==> src/rtl/pulse_burst_sched_if.sv <==
// rtl/pulse_burst_sched_if.sv - configuration byte stream bundle for pulse_burst_sched
//
// Purpose: groups the configuration loading handshake of the burst scheduler.
// Signals:
//   i_cfg_valid  one-cycle strobe, i_cfg_byte holds a new configuration byte
//   i_cfg_byte   configuration byte, MSB-first stream
//   i_cfg_clear  strobe, discard table and re-enter loading
//   o_cfg_ready  high while the scheduler accepts configuration bytes
// Modports:
//   master  drives the byte stream (host / SPI side)
//   slave   receives the byte stream (scheduler side)

interface pulse_burst_sched_if;
  logic       i_cfg_valid;
  logic [7:0] i_cfg_byte;
  logic       i_cfg_clear;
  logic       o_cfg_ready;

  modport master (
    output i_cfg_valid,
    output i_cfg_byte,
    output i_cfg_clear,
    input  o_cfg_ready
  );

  modport slave (
    input  i_cfg_valid,
    input  i_cfg_byte,
    input  i_cfg_clear,
    output o_cfg_ready
  );
endinterface

==> src/rtl/pulse_burst_sched.sv <==
// rtl/pulse_burst_sched.sv - table-driven pulse burst scheduler
//
// Purpose: loads a table of N_SLOTS burst profiles (HIGH duration, LOW
// duration, repeat count) from a byte stream, then plays the slots in order,
// emitting C pulses of max(H,1) high cycles and max(L,1) low cycles per slot,
// optionally looping over the table.
// Ports:
//   i_clk          system clock, rising edge
//   i_reset        synchronous active-low reset
//   cfg            configuration stream (slave modport of pulse_burst_sched_if)
//   i_start_nstop  level, 1 = run schedule, 0 = stop
//   i_loop         level, sampled at the end of the last slot: 1 = wrap
//   o_pulse        registered pulse output
//   o_busy         high in SETUP, HIGH, LOW
//   o_slot         slot currently executing (0 when idle)
//   o_done         one-cycle strobe when the schedule completes

module pulse_burst_sched #(
  parameter int N_SLOTS = 4,
  parameter int W_DUR   = 16
) (
  input  logic                       i_clk,
  input  logic                       i_reset,
  pulse_burst_sched_if.slave         cfg,
  input  logic                       i_start_nstop,
  input  logic                       i_loop,
  output logic                       o_pulse,
  output logic                       o_busy,
  output logic [$clog2(N_SLOTS)-1:0] o_slot,
  output logic                       o_done
);

  localparam int SLOT_W = $clog2(N_SLOTS);
  localparam int BYTES  = 2 * W_DUR / 8 + 1;
  localparam int REC_W  = 8 * BYTES;
  localparam int BYTE_W = $clog2(BYTES);

  localparam logic [SLOT_W-1:0] LAST_SLOT = SLOT_W'(N_SLOTS - 1);
  localparam logic [BYTE_W-1:0] LAST_BYTE = BYTE_W'(BYTES - 1);

  typedef enum logic [2:0] {
    S_LOAD,
    S_IDLE,
    S_SETUP,
    S_HIGH,
    S_LOW
  } state_t;

  state_t              state_q, state_d;
  logic [SLOT_W-1:0]   slot_q, slot_d;
  logic [W_DUR-1:0]    phase_q, phase_d;
  logic [7:0]          reps_q, reps_d;
  logic                emitted_q, emitted_d;
  logic [SLOT_W-1:0]   load_slot_q, load_slot_d;
  logic [BYTE_W-1:0]   load_byte_q, load_byte_d;
  logic                pulse_q, pulse_d;
  logic                done_q, done_d;

  logic                tbl_shift;
  logic                tbl_zero;
  logic                finish;
  logic                advance;

  // Each record is {H, L, C}; bytes arrive MSB first so shifting left in
  // arrival order leaves H in the top bits and C in the bottom byte.
  logic [REC_W-1:0]    rec_q [N_SLOTS];

  logic [REC_W-1:0]    cur_rec;
  logic [W_DUR-1:0]    cur_h;
  logic [W_DUR-1:0]    cur_l;
  logic [7:0]          cur_c;

  assign cur_rec = rec_q[slot_q];
  assign cur_h   = cur_rec[REC_W-1 -: W_DUR];
  assign cur_l   = cur_rec[W_DUR+7 -: W_DUR];
  assign cur_c   = cur_rec[7:0];

  // Profile table
  always_ff @(posedge i_clk) begin
    if (!i_reset || tbl_zero) begin
      for (int s = 0; s < N_SLOTS; s++) begin
        rec_q[s] <= '0;
      end
    end else if (tbl_shift) begin
      rec_q[load_slot_q] <= {rec_q[load_slot_q][REC_W-9:0], cfg.i_cfg_byte};
    end
  end

  // State register
  always_ff @(posedge i_clk) begin
    if (!i_reset) begin
      state_q     <= S_LOAD;
      slot_q      <= '0;
      phase_q     <= '0;
      reps_q      <= '0;
      emitted_q   <= 1'b0;
      load_slot_q <= '0;
      load_byte_q <= '0;
      pulse_q     <= 1'b0;
      done_q      <= 1'b0;
    end else begin
      state_q     <= state_d;
      slot_q      <= slot_d;
      phase_q     <= phase_d;
      reps_q      <= reps_d;
      emitted_q   <= emitted_d;
      load_slot_q <= load_slot_d;
      load_byte_q <= load_byte_d;
      pulse_q     <= pulse_d;
      done_q      <= done_d;
    end
  end

  // Next-state logic
  always_comb begin
    state_d     = state_q;
    slot_d      = slot_q;
    phase_d     = phase_q;
    reps_d      = reps_q;
    emitted_d   = emitted_q;
    load_slot_d = load_slot_q;
    load_byte_d = load_byte_q;
    tbl_shift   = 1'b0;
    tbl_zero    = 1'b0;
    finish      = 1'b0;
    advance     = 1'b0;

    case (state_q)
      S_LOAD: begin
        if (cfg.i_cfg_valid) begin
          tbl_shift = 1'b1;
          if (load_byte_q == LAST_BYTE) begin
            load_byte_d = '0;
            if (load_slot_q == LAST_SLOT) begin
              load_slot_d = '0;
              state_d     = S_IDLE;
            end else begin
              load_slot_d = load_slot_q + SLOT_W'(1);
            end
          end else begin
            load_byte_d = load_byte_q + BYTE_W'(1);
          end
        end
      end

      S_IDLE: begin
        if (cfg.i_cfg_clear) begin
          state_d     = S_LOAD;
          load_slot_d = '0;
          load_byte_d = '0;
          tbl_zero    = 1'b1;
        end else if (i_start_nstop) begin
          state_d   = S_SETUP;
          slot_d    = '0;
          emitted_d = 1'b0;
        end
      end

      S_SETUP: begin
        if (!i_start_nstop) begin
          state_d = S_IDLE;
          slot_d  = '0;
        end else begin
          reps_d  = cur_c;
          phase_d = cur_h;
          if (cur_c == 8'd0) begin
            advance = 1'b1;
          end else begin
            state_d   = S_HIGH;
            emitted_d = 1'b1;
          end
        end
      end

      S_HIGH: begin
        if (!i_start_nstop) begin
          state_d = S_IDLE;
          slot_d  = '0;
        end else if (phase_q <= W_DUR'(1)) begin
          // A zero duration still occupies one cycle.
          state_d = S_LOW;
          phase_d = cur_l;
        end else begin
          phase_d = phase_q - W_DUR'(1);
        end
      end

      S_LOW: begin
        if (!i_start_nstop) begin
          state_d = S_IDLE;
          slot_d  = '0;
        end else if (phase_q <= W_DUR'(1)) begin
          if (reps_q > 8'd1) begin
            reps_d  = reps_q - 8'd1;
            state_d = S_HIGH;
            phase_d = cur_h;
          end else begin
            reps_d  = '0;
            advance = 1'b1;
          end
        end else begin
          phase_d = phase_q - W_DUR'(1);
        end
      end

      default: begin
        state_d = S_LOAD;
      end
    endcase

    // Wrapping requires a pulse in the finished pass, so an all-zero-count
    // table always terminates instead of spinning through SETUP forever.
    if (advance) begin
      if (slot_q == LAST_SLOT) begin
        slot_d = '0;
        if (i_loop && emitted_q) begin
          state_d   = S_SETUP;
          emitted_d = 1'b0;
        end else begin
          state_d = S_IDLE;
          finish  = 1'b1;
        end
      end else begin
        slot_d  = slot_q + SLOT_W'(1);
        state_d = S_SETUP;
      end
    end
  end

  // Output logic: pulse and done are registered from next-state decode so
  // o_pulse is high exactly while the FSM sits in HIGH.
  always_comb begin
    pulse_d = (state_d == S_HIGH);
    done_d  = finish;
  end

  assign o_pulse         = pulse_q;
  assign o_done          = done_q;
  assign o_busy          = (state_q == S_SETUP) || (state_q == S_HIGH) || (state_q == S_LOW);
  assign o_slot          = slot_q;
  assign cfg.o_cfg_ready = (state_q == S_LOAD);

endmodule
==> src/flat_wrapper.sv <==
// flat-port wrapper written by rule: the top's interface ports become plain ports
module pulse_burst_sched_flat 
#(
  parameter int N_SLOTS = 4,
  parameter int W_DUR   = 16
)
  (i_clk, i_reset, i_start_nstop, i_loop, o_pulse, o_busy, o_slot, o_done, cfg_i_cfg_valid, cfg_i_cfg_byte, cfg_i_cfg_clear, cfg_o_cfg_ready);
  pulse_burst_sched_if cfg_i ();
  input  logic i_clk;
  input  logic i_reset;
  input  logic i_start_nstop;
  input  logic i_loop;
  output logic o_pulse;
  output logic o_busy;
  output logic [$clog2(N_SLOTS)-1:0] o_slot;
  output logic o_done;
  input wire logic [$bits(cfg_i.i_cfg_valid)-1:0] cfg_i_cfg_valid;
  input wire logic [$bits(cfg_i.i_cfg_byte)-1:0] cfg_i_cfg_byte;
  input wire logic [$bits(cfg_i.i_cfg_clear)-1:0] cfg_i_cfg_clear;
  output wire logic [$bits(cfg_i.o_cfg_ready)-1:0] cfg_o_cfg_ready;
  assign cfg_i.i_cfg_valid = cfg_i_cfg_valid;
  assign cfg_i.i_cfg_byte = cfg_i_cfg_byte;
  assign cfg_i.i_cfg_clear = cfg_i_cfg_clear;
  assign cfg_o_cfg_ready = cfg_i.o_cfg_ready;
  pulse_burst_sched #(.N_SLOTS(N_SLOTS), .W_DUR(W_DUR)) u_core (.i_clk(i_clk), .i_reset(i_reset), .cfg(cfg_i), .i_start_nstop(i_start_nstop), .i_loop(i_loop), .o_pulse(o_pulse), .o_busy(o_busy), .o_slot(o_slot), .o_done(o_done));
endmodule
==> config.mk <==
export PLATFORM = sky130hd
export DESIGN_NAME = pulse_burst_sched_flat
export DESIGN_NICKNAME = d
export VERILOG_FILES = /design/src/rtl/pulse_burst_sched_if.sv /design/src/rtl/pulse_burst_sched.sv /design/src/flat_wrapper.sv
export SDC_FILE = /design/constraint.sdc
export NUM_CORES = 1
export LEC_CHECK = 0
export ABC_CLOCK_PERIOD_IN_PS = 7430
export BUFFER_PORTS_ARGS = -buffer_cell sky130_fd_sc_hd__buf_2
export CORE_ASPECT_RATIO = 0.75
export CORE_MARGIN = 5
export CORE_UTILIZATION = 35
export DETAILED_ROUTE_END_ITERATION = 8
export PLACE_DENSITY_LB_ADDON = 0.2
export SLEW_MARGIN = 5
export SYNTH_ARGS = -nofsm -noshare
export SYNTH_HDL_FRONTEND = slang
export SYNTH_SLANG_ARGS = --single-unit
export TNS_END_PERCENT = 50
==> constraint.sdc <==
create_clock -name i_clk -period 7.43 [get_ports i_clk]
set_clock_uncertainty 0.15 [all_clocks]
set_input_delay 0 -clock i_clk [delete_from_list [all_inputs] [get_ports i_clk]]
set_output_delay 0 -clock i_clk [all_outputs]
set_load 0.1 [all_outputs]
; Word level (Yosys, flattened, before mapping)
; Memory sizes are Yosys's and may differ from the RTL's. A register that Yosys moved wholly into a read port is not among the register bits.
; Index checks and enable logic that the tools add are counted.
[totals]
ramBits = 160
elab_cells = 129
n_memories = 1
ff_bits = 37
in_bits = 14
latchBits = 0
out_inout_bits = 6
romBits = 0
[classes]
add_sub_neg = 5
n_reduce_logical = 19
div_mod_pow = 0
shift = 0
mux = 74
order_cmp = 2
bitwise_logic = 0
eq_ne = 19
n_mul = 0
[memory_table]
columns = memory, words, word_bits, read_ports, rd_clocked_by_memory_dff, wr, line_no
row1 = u_core.rec_q, 4, 40, 2, 2, 4, pulse_burst_sched.sv:66  ; logic [REC_W-1:0] rec_q [N_SLOTS];
[ops]
columns = op, n
row1 = two-way mux 16 bit, 6
row2 = two-way mux 3 bit, 16
row3 = one-hot mux 16 bit (3 select lines), 1
row4 = two-way mux 40 bit, 1
row5 = OR reduction 40 bit, 1
row6 = two-way mux 2 bit, 16
row7 = two-way mux 8 bit, 4
row8 = two-way mux 1 bit, 23
row9 = less-or-equal comparator 16 x 1 -> 1 bit (second input constant), 1
row10 = one-hot mux 8 bit (2 select lines), 1
row11 = subtractor 16 x 1 -> 16 bit (second input constant), 1
row12 = one-hot mux 3 bit (5 select lines), 1
row13 = AND reduction 4 bit, 3
row14 = != test 2 bit (second input constant), 5
row15 = == test 3 x 2 -> 1 bit (second input constant), 3
row16 = != test 3 x 2 -> 1 bit (second input constant), 3
row17 = greater-than comparator 8 x 1 -> 1 bit (second input constant), 1
row18 = logical NOT 8 bit, 1
row19 = one-hot mux 2 bit (2 select lines), 2
row20 = subtractor 8 x 1 -> 8 bit (second input constant), 1
row21 = == test 3 bit (second input constant), 2
row22 = one-hot mux 3 bit (2 select lines), 1
row23 = AND reduction 3 bit, 2
row24 = nonzero test 3 bit, 2
row25 = other kinds (14), 21

; Longest topological paths before layout
; Gate-level depths: netlist of the first run.
[depth]
word_depth = 9
mapped_depth = 9
mapped_depth_nobuf = 8

; Worst setup path before layout of the first run
; OpenSTA, ideal clock, no wires.
[synth_path]
kind = flip-flop to flip-flop
from = reg u_core.state_q[1]
to = mem u_core.rec_q[2][0] (netlist name), enable pin
t_arrival_ns = 4.408
period_less_slack_ns = 4.961
path_slack_ns = 2.469
required_ns = 6.876
setup_time_ns = 0.404
path_stages_with_launch = 7
path_buffers = 1
path_cell_list = dfxtp_1 -> buf_2 -> nor3_1 -> and2_1 -> nand2_1 -> nor3b_1 -> nand2b_1
[synth_rtl]
columns = element, line_no
row1 = from (decl), pulse_burst_sched.sv:49  ; state_t state_q, state_d;
row2 = from (signal assigned), pulse_burst_sched.sv:102  ; state_q <= state_d;
row3 = to (decl), pulse_burst_sched.sv:66

==> impl_metrics.tcl, run 1 <==
set metrics [dict create \
    synth_common_cells "edfxtp_1 (160), and2_1 (125), mux4_2 (72), and3_1 (49), nand2_1 (44)" \
    ys_top_cells_by_area "edfxtp_1 (46%), mux4_2 (16%), dfxtp_1 (7.9%), and2_1 (7.5%), and3_1 (2.9%)" \
    netlist_instances 806 \
    layout-drive-gt1-share 0.195 \
    die_area_sq_um 33400 \
    grt_pass1_wl_mm 42.0 \
    hold_viol_final 0 \
    layout.nets 842 \
    worstHoldStart "i_reset" \
    worst_slew_pin_slew_ns 1.11 \
    cts_setup_buffers 0 \
    grt_usage 0.162 \
    cp.arrival_ns 4.17 \
    vias 6740 \
    synth_nets 828 \
    critPathMaxFanout 13 \
    outcome "complete, no violations" \
    p_total_mw 2.39 \
    die_h_um 160 \
    hp-class "in -> reg" \
    clkTransAtPathRegs_ns 0.07 \
    final_max_slew_viol_count 0 \
    synth_edf_count 160 \
    numCtsBuffers 21 \
    port_buffers 19 \
    drc_errors 0 \
    power_density_nw_per_um2 205 \
    max-vdd-ir-drop_mv 0.138 \
    yosysMostFrequentCell "edfxtp_1" \
    synth_area_leader_cell "edfxtp_1" \
    maxCapViolations 0 \
    pre_cts_ws_ns 3.99 \
    startpoint_type "flip-flop" \
    setup_slack_ns 3.52 \
    ys_ff_latch 201 \
    final.period_utilization 0.527 \
    grt_max_degree 85 \
    clkLatencyLatePin_ns 0.51 \
    syn_avg_cell_area_sq_um 13.0 \
    dpl-instance-area_sq_um 10900 \
    dp_hpwl_mm 16.2 \
    clock_path_buffers 3 \
    synthToLayoutAreaGrowth_pct 11.7 \
    ant_nets 0 \
    rows 54 \
    relSlewSlack 0.261 \
    cts_tree "done" \
    fin_tns_setup_ns 0 \
    io_pins 20 \
    critical_path_class "reg -> reg" \
    antenna_found_initial 0 \
    design_area_sq_um 11700 \
    netlist_area_sq_um 10400 \
    htree_levels 1 \
    core_sq_um 29300 \
    antennaDiodeCount 0 \
    firstDrtPassIters 5 \
    synth_cell_types 67 \
    synth.top_cell.area_share 0.460 \
    viasPerCell 5.50 \
    async_reset_ff_frac 0 \
    ys_warn_count 0 \
    final-setup-viol-count 0 \
    post-route-min-period_ns 3.91 \
    overflow 0 \
    rsz0062_at_grt "false" \
    die_w_um 210 \
    synth_seq_area_share 0.538 \
    cp-end-kind "flip-flop" \
    wl_mm 27.1 \
    crit_required_ns 7.69 \
    grt_pass1_vias 6699 \
    clock_sinks 201 \
    leakage_nw 4.27 \
    wl_per_cell_um 22.1 \
    gp_congestion 0.821 \
    drt_iter0_markers 652 \
    synth_flop_cell "edfxtp_1" \
    fmax_mhz 255 \
    clock-root-buffer "clkbuf_16" \
    fin_util 0.399 \
    initial_core_util 0.357 \
]
[registers in the layout, indices dropped and copies added (netlist names), named ones only]
| register | flops |
|---|---|
| u_core.state_q | 3 |
| u_core.o_done | 1 |
| u_core.emitted_q | 1 |
| u_core.load_slot_q | 2 |
| u_core.o_slot | 2 |
| u_core.phase_q | 16 |
| u_core.o_pulse | 1 |
| u_core.load_byte_q | 3 |
| u_core.rec_q | 160 |
| u_core.reps_q | 8 |
[metrics by stage]
stage | instances | hold slack (ns)
CTS | 1226 | 0.0926
global route | 1226 | 0.145
global placement | 1176 | 0.170
detailed placement | 1176 | 0.173
floorplan | 806 | 0.0482
finish | 1226 | 0.110
[placed cells by master, fill, tap and decap left out, drive strengths merged, types with 13 or more instances in the layout]
cell,Yosys,layout
edfxtp,160,160
and2,125,125
mux4,72,72
and3,49,49
nand2,47,47
a21oi,44,44
dfxtp,41,41
buf,19,35
o21ai,30,30
nor2,26,26
clkbuf,38,25
nand3,19,19
dlygate4sd3,0,13
nor3,13,13
[metal layers]
metal,track usage,up-vias,wire length (um)
li1,-,3119,-
met1,0.261,3427,13800
met2,0.228,166,11400
met3,0.0328,28,1480
met4,0.0258,0,396
met5,0,-,0
[logic make-up after synthesis]
logic type	count (synthesis)	synth area share
fa+ha+maj	8	0.00958
buf+inv	66	0.0277
xor+xnor	8	0.00671
mux	75	0.158
simple gates	320	0.180
flops	201	0.538
compound gates	128	0.0798
[where the power goes]
| part | switching [mW] | internal [mW] | total (mW) | leakage (nW) |
|---|---|---|---|---|
| Sequential | 0.0180 | 1.26 | 1.28 | 2.00 |
| Combinational | 0.0906 | 0.0588 | 0.149 | 1.98 |
| Clock | 0.444 | 0.519 | 0.964 | 0.296 |
[final timing paths]
kind	depth (start not counted)	slack, ns	endpoint
setup / recovery	8	3.52	u_core.emitted_q
hold / removal	4	0.11	u_core.reps_q[5]
setup reg to reg	8	3.52	u_core.emitted_q
hold reg to reg	2	0.33	u_core.reps_q[5]
[worst max-delay path, cell delays in order (launching register included)]
cell and delay [ns]:
dfxtp_2 0.69, mux4_2 0.65, nor4_2 0.58, nand2_2 0.13, o2bb2ai_4 0.21, nand4_1 0.11
dlygate4sd3_1 0.55, and3_1 0.16, dlygate4sd3_1 0.54
[repair_timing]
item | in CTS | in global routing
endpoints found under the hold margin | 58 | 0
hold buffers | 13 | 0
endpoints found under the setup margin | 0 | 0
resized for setup | 0 | 0
[area by class of cell]
type	count	area [sq um]
flip-flops and latches	201	5630
multi-input cells	539	4570
clock inverters	12	60.1
well taps	392	490
inverters	9	33.8
fillers	2750	17600
repair buffers	48	345
clock buffers	25	541
No activity file was read; power rests on OpenSTA's default activity.
==> run 2, diff against run 1 <==
- ABC_CLOCK_PERIOD_IN_PS: 7430 -> 3850
- clock period: 7.43 -> 3.85 ns (I/O delays scaled with it)
==> run 2 against run 1 <==
Net effect: die area did not move; count of clock-buffer cells in the layout did not move; first-iteration DRC count down 8.0%; flip-flop and latch count unchanged; final area is 1.9% higher; clock power rose by 120%; worst setup slack got worse by 3.2 ns; sequential power up 93%; non-clock buffer count up 9.
==> impl_metrics.tcl, run 2 (synthesized netlist as in run 1, its figures left out) <==
set metrics [dict create \
    critPathMaxFanout 10 \
    antennaDiodeCount 0 \
    cp.arrival_ns 3.79 \
    reg2reg_setup_slack_ns 0.30 \
    switchingPower_mw 1.08 \
    grt_max_degree 83 \
    max-vdd-ir-drop_mv 0.276 \
    largest_register_ffs 160 \
    wl_per_cell_um 22.5 \
    final-setup-viol-count 0 \
    grt_pass1_vias 6675 \
    maxCapViolations 0 \
    worstHoldStart "cfg_i_cfg_valid" \
    grt_usage 0.163 \
    crit_required_ns 4.10 \
    clkTransAtPathRegs_ns 0.07 \
    clock_path_buffers 3 \
    ant_nets 0 \
    power_switching_share 0.221 \
    fmax_mhz 282 \
    pre_cts_ws_ns 1.05 \
    final_common_cell "edfxtp_1" \
    fin_tns_setup_ns 0 \
    setup_slack_ns 0.303 \
    htree_levels 1 \
    synthToLayoutAreaGrowth_pct 13.8 \
    worst_slew_pin_slew_ns 1.09 \
    hold_viol_final 0 \
    overflow 0 \
    p_total_mw 4.87 \
    relSlewSlack 0.272 \
    dp.cells 1184 \
    pwr-share-seq 0.506 \
    hp-class "in -> reg" \
    vias 6802 \
    largest_register "u_core.rec_q" \
    leakage_nw 4.38 \
    grt_pass1_wl_mm 42.4 \
    gp_congestion 0.812 \
    p_comb_frac 0.061 \
    drc_errors 0 \
    final.period_utilization 0.921 \
    fin_util 0.406 \
    outcome "complete, no violations" \
    core_sq_um 29300 \
    final_cell_mix "edfxtp_1 (160), and2_1 (124), mux4_2 (72)" \
    layout-drive-gt1-share 0.211 \
    layout.nets 852 \
    port_buffers 19 \
    clock-root-buffer "clkbuf_16" \
    die_w_um 210 \
    power_density_nw_per_um2 410 \
    cp-end-kind "flip-flop" \
    final_max_slew_viol_count 0 \
    final_cell_count_no_fill 1236 \
    numCtsBuffers 22 \
    clkLatencyLatePin_ns 0.50 \
    viasPerCell 5.50 \
    firstDrtPassIters 5 \
    post-route-min-period_ns 3.55 \
    clock_sinks 201 \
    rsz0062_at_grt "false" \
    io_pins 20 \
    die_h_um 160 \
    antenna_found_initial 1 \
    drt_iter0_markers 600 \
    cts_tree "done" \
    wl_mm 27.9 \
    dp_hpwl_mm 17.6 \
    p_int_mw 3.80 \
    startpoint_type "flip-flop" \
    clkPwrFrac 0.433 \
    critical_path_class "reg -> reg" \
    initial_core_util 0.357 \
    rows 54 \
    reg_top3 "u_core.rec_q x160, u_core.phase_q x16, u_core.reps_q x8" \
    die_area_sq_um 33400 \
]
## run 2: cell types whose count changed in the layout (fill, tap and decap cells not counted), sizes merged
cell         previous run  this run
buf                    35        43
bufinv                  0         3
clkinvlp                1         0
dlygate4sd3            13        14
inv                    10         9
## run 2: stage by stage
step,hold slack [ns],area [sq um]
floorplan,0.0482,10500
global placement,0.165,11000
detailed placement,0.173,11000
CTS,0.163,11900
global route,0.195,11900
finish,0.195,11900
## run 2: final timing paths
| kind | endpoint | cells after the start |
|---|---|---|
| min reg2reg | u_core.reps_q[5] | 2 |
| min | u_core.load_byte_q[1] | 5 |
| max | u_core.emitted_q | 8 |
| max reg2reg | u_core.emitted_q | 8 |
## run 2: what timing repair did
action	in CTS	in global routing
hold endpoints to repair	58	0
hold buffers	14	0
gates resized for setup	0	0
buffers inserted	0	0
## run 2: layer usage
layer / part of all wire / track usage
met2: 0.42 / 0.232
met1: 0.50 / 0.261
met4: 0.0096 / 0.0210
met3: 0.065 / 0.0377
met5: 0 / 0
## run 2: power groups by stage
stage          logic [mW]  registers [mW]  clock network [mW]
2_1_floorplan       0.176            2.50                   0
3_3_place_gp        0.292            2.51                   0
3_5_place_dp        0.293            2.51                   0
4_1_cts             0.303            2.47                2.16
5_1_grt             0.324            2.47                2.24
6_report            0.299            2.47                2.11
## run 2: area by class of cell
type,instances,area [sq um]
Fill cell,2710,17400
Sequential cell,201,5630
Multi-Input combinational cell,539,4580
Clock buffer,25,562
Tap cell,392,490
Timing Repair Buffer,57,440
Clock inverter,13,148
Inverter,9,33.8
## run 2: worst max-delay path: stages (launching register included)
cell           delay (ns)
dfxtp_2              0.57
mux4_2               0.64
nor4_2               0.39
nand2_2              0.11
o2bb2ai_4            0.20
nand4_1              0.11
dlygate4sd3_1        0.56
and3_1               0.16
dlygate4sd3_1        0.54
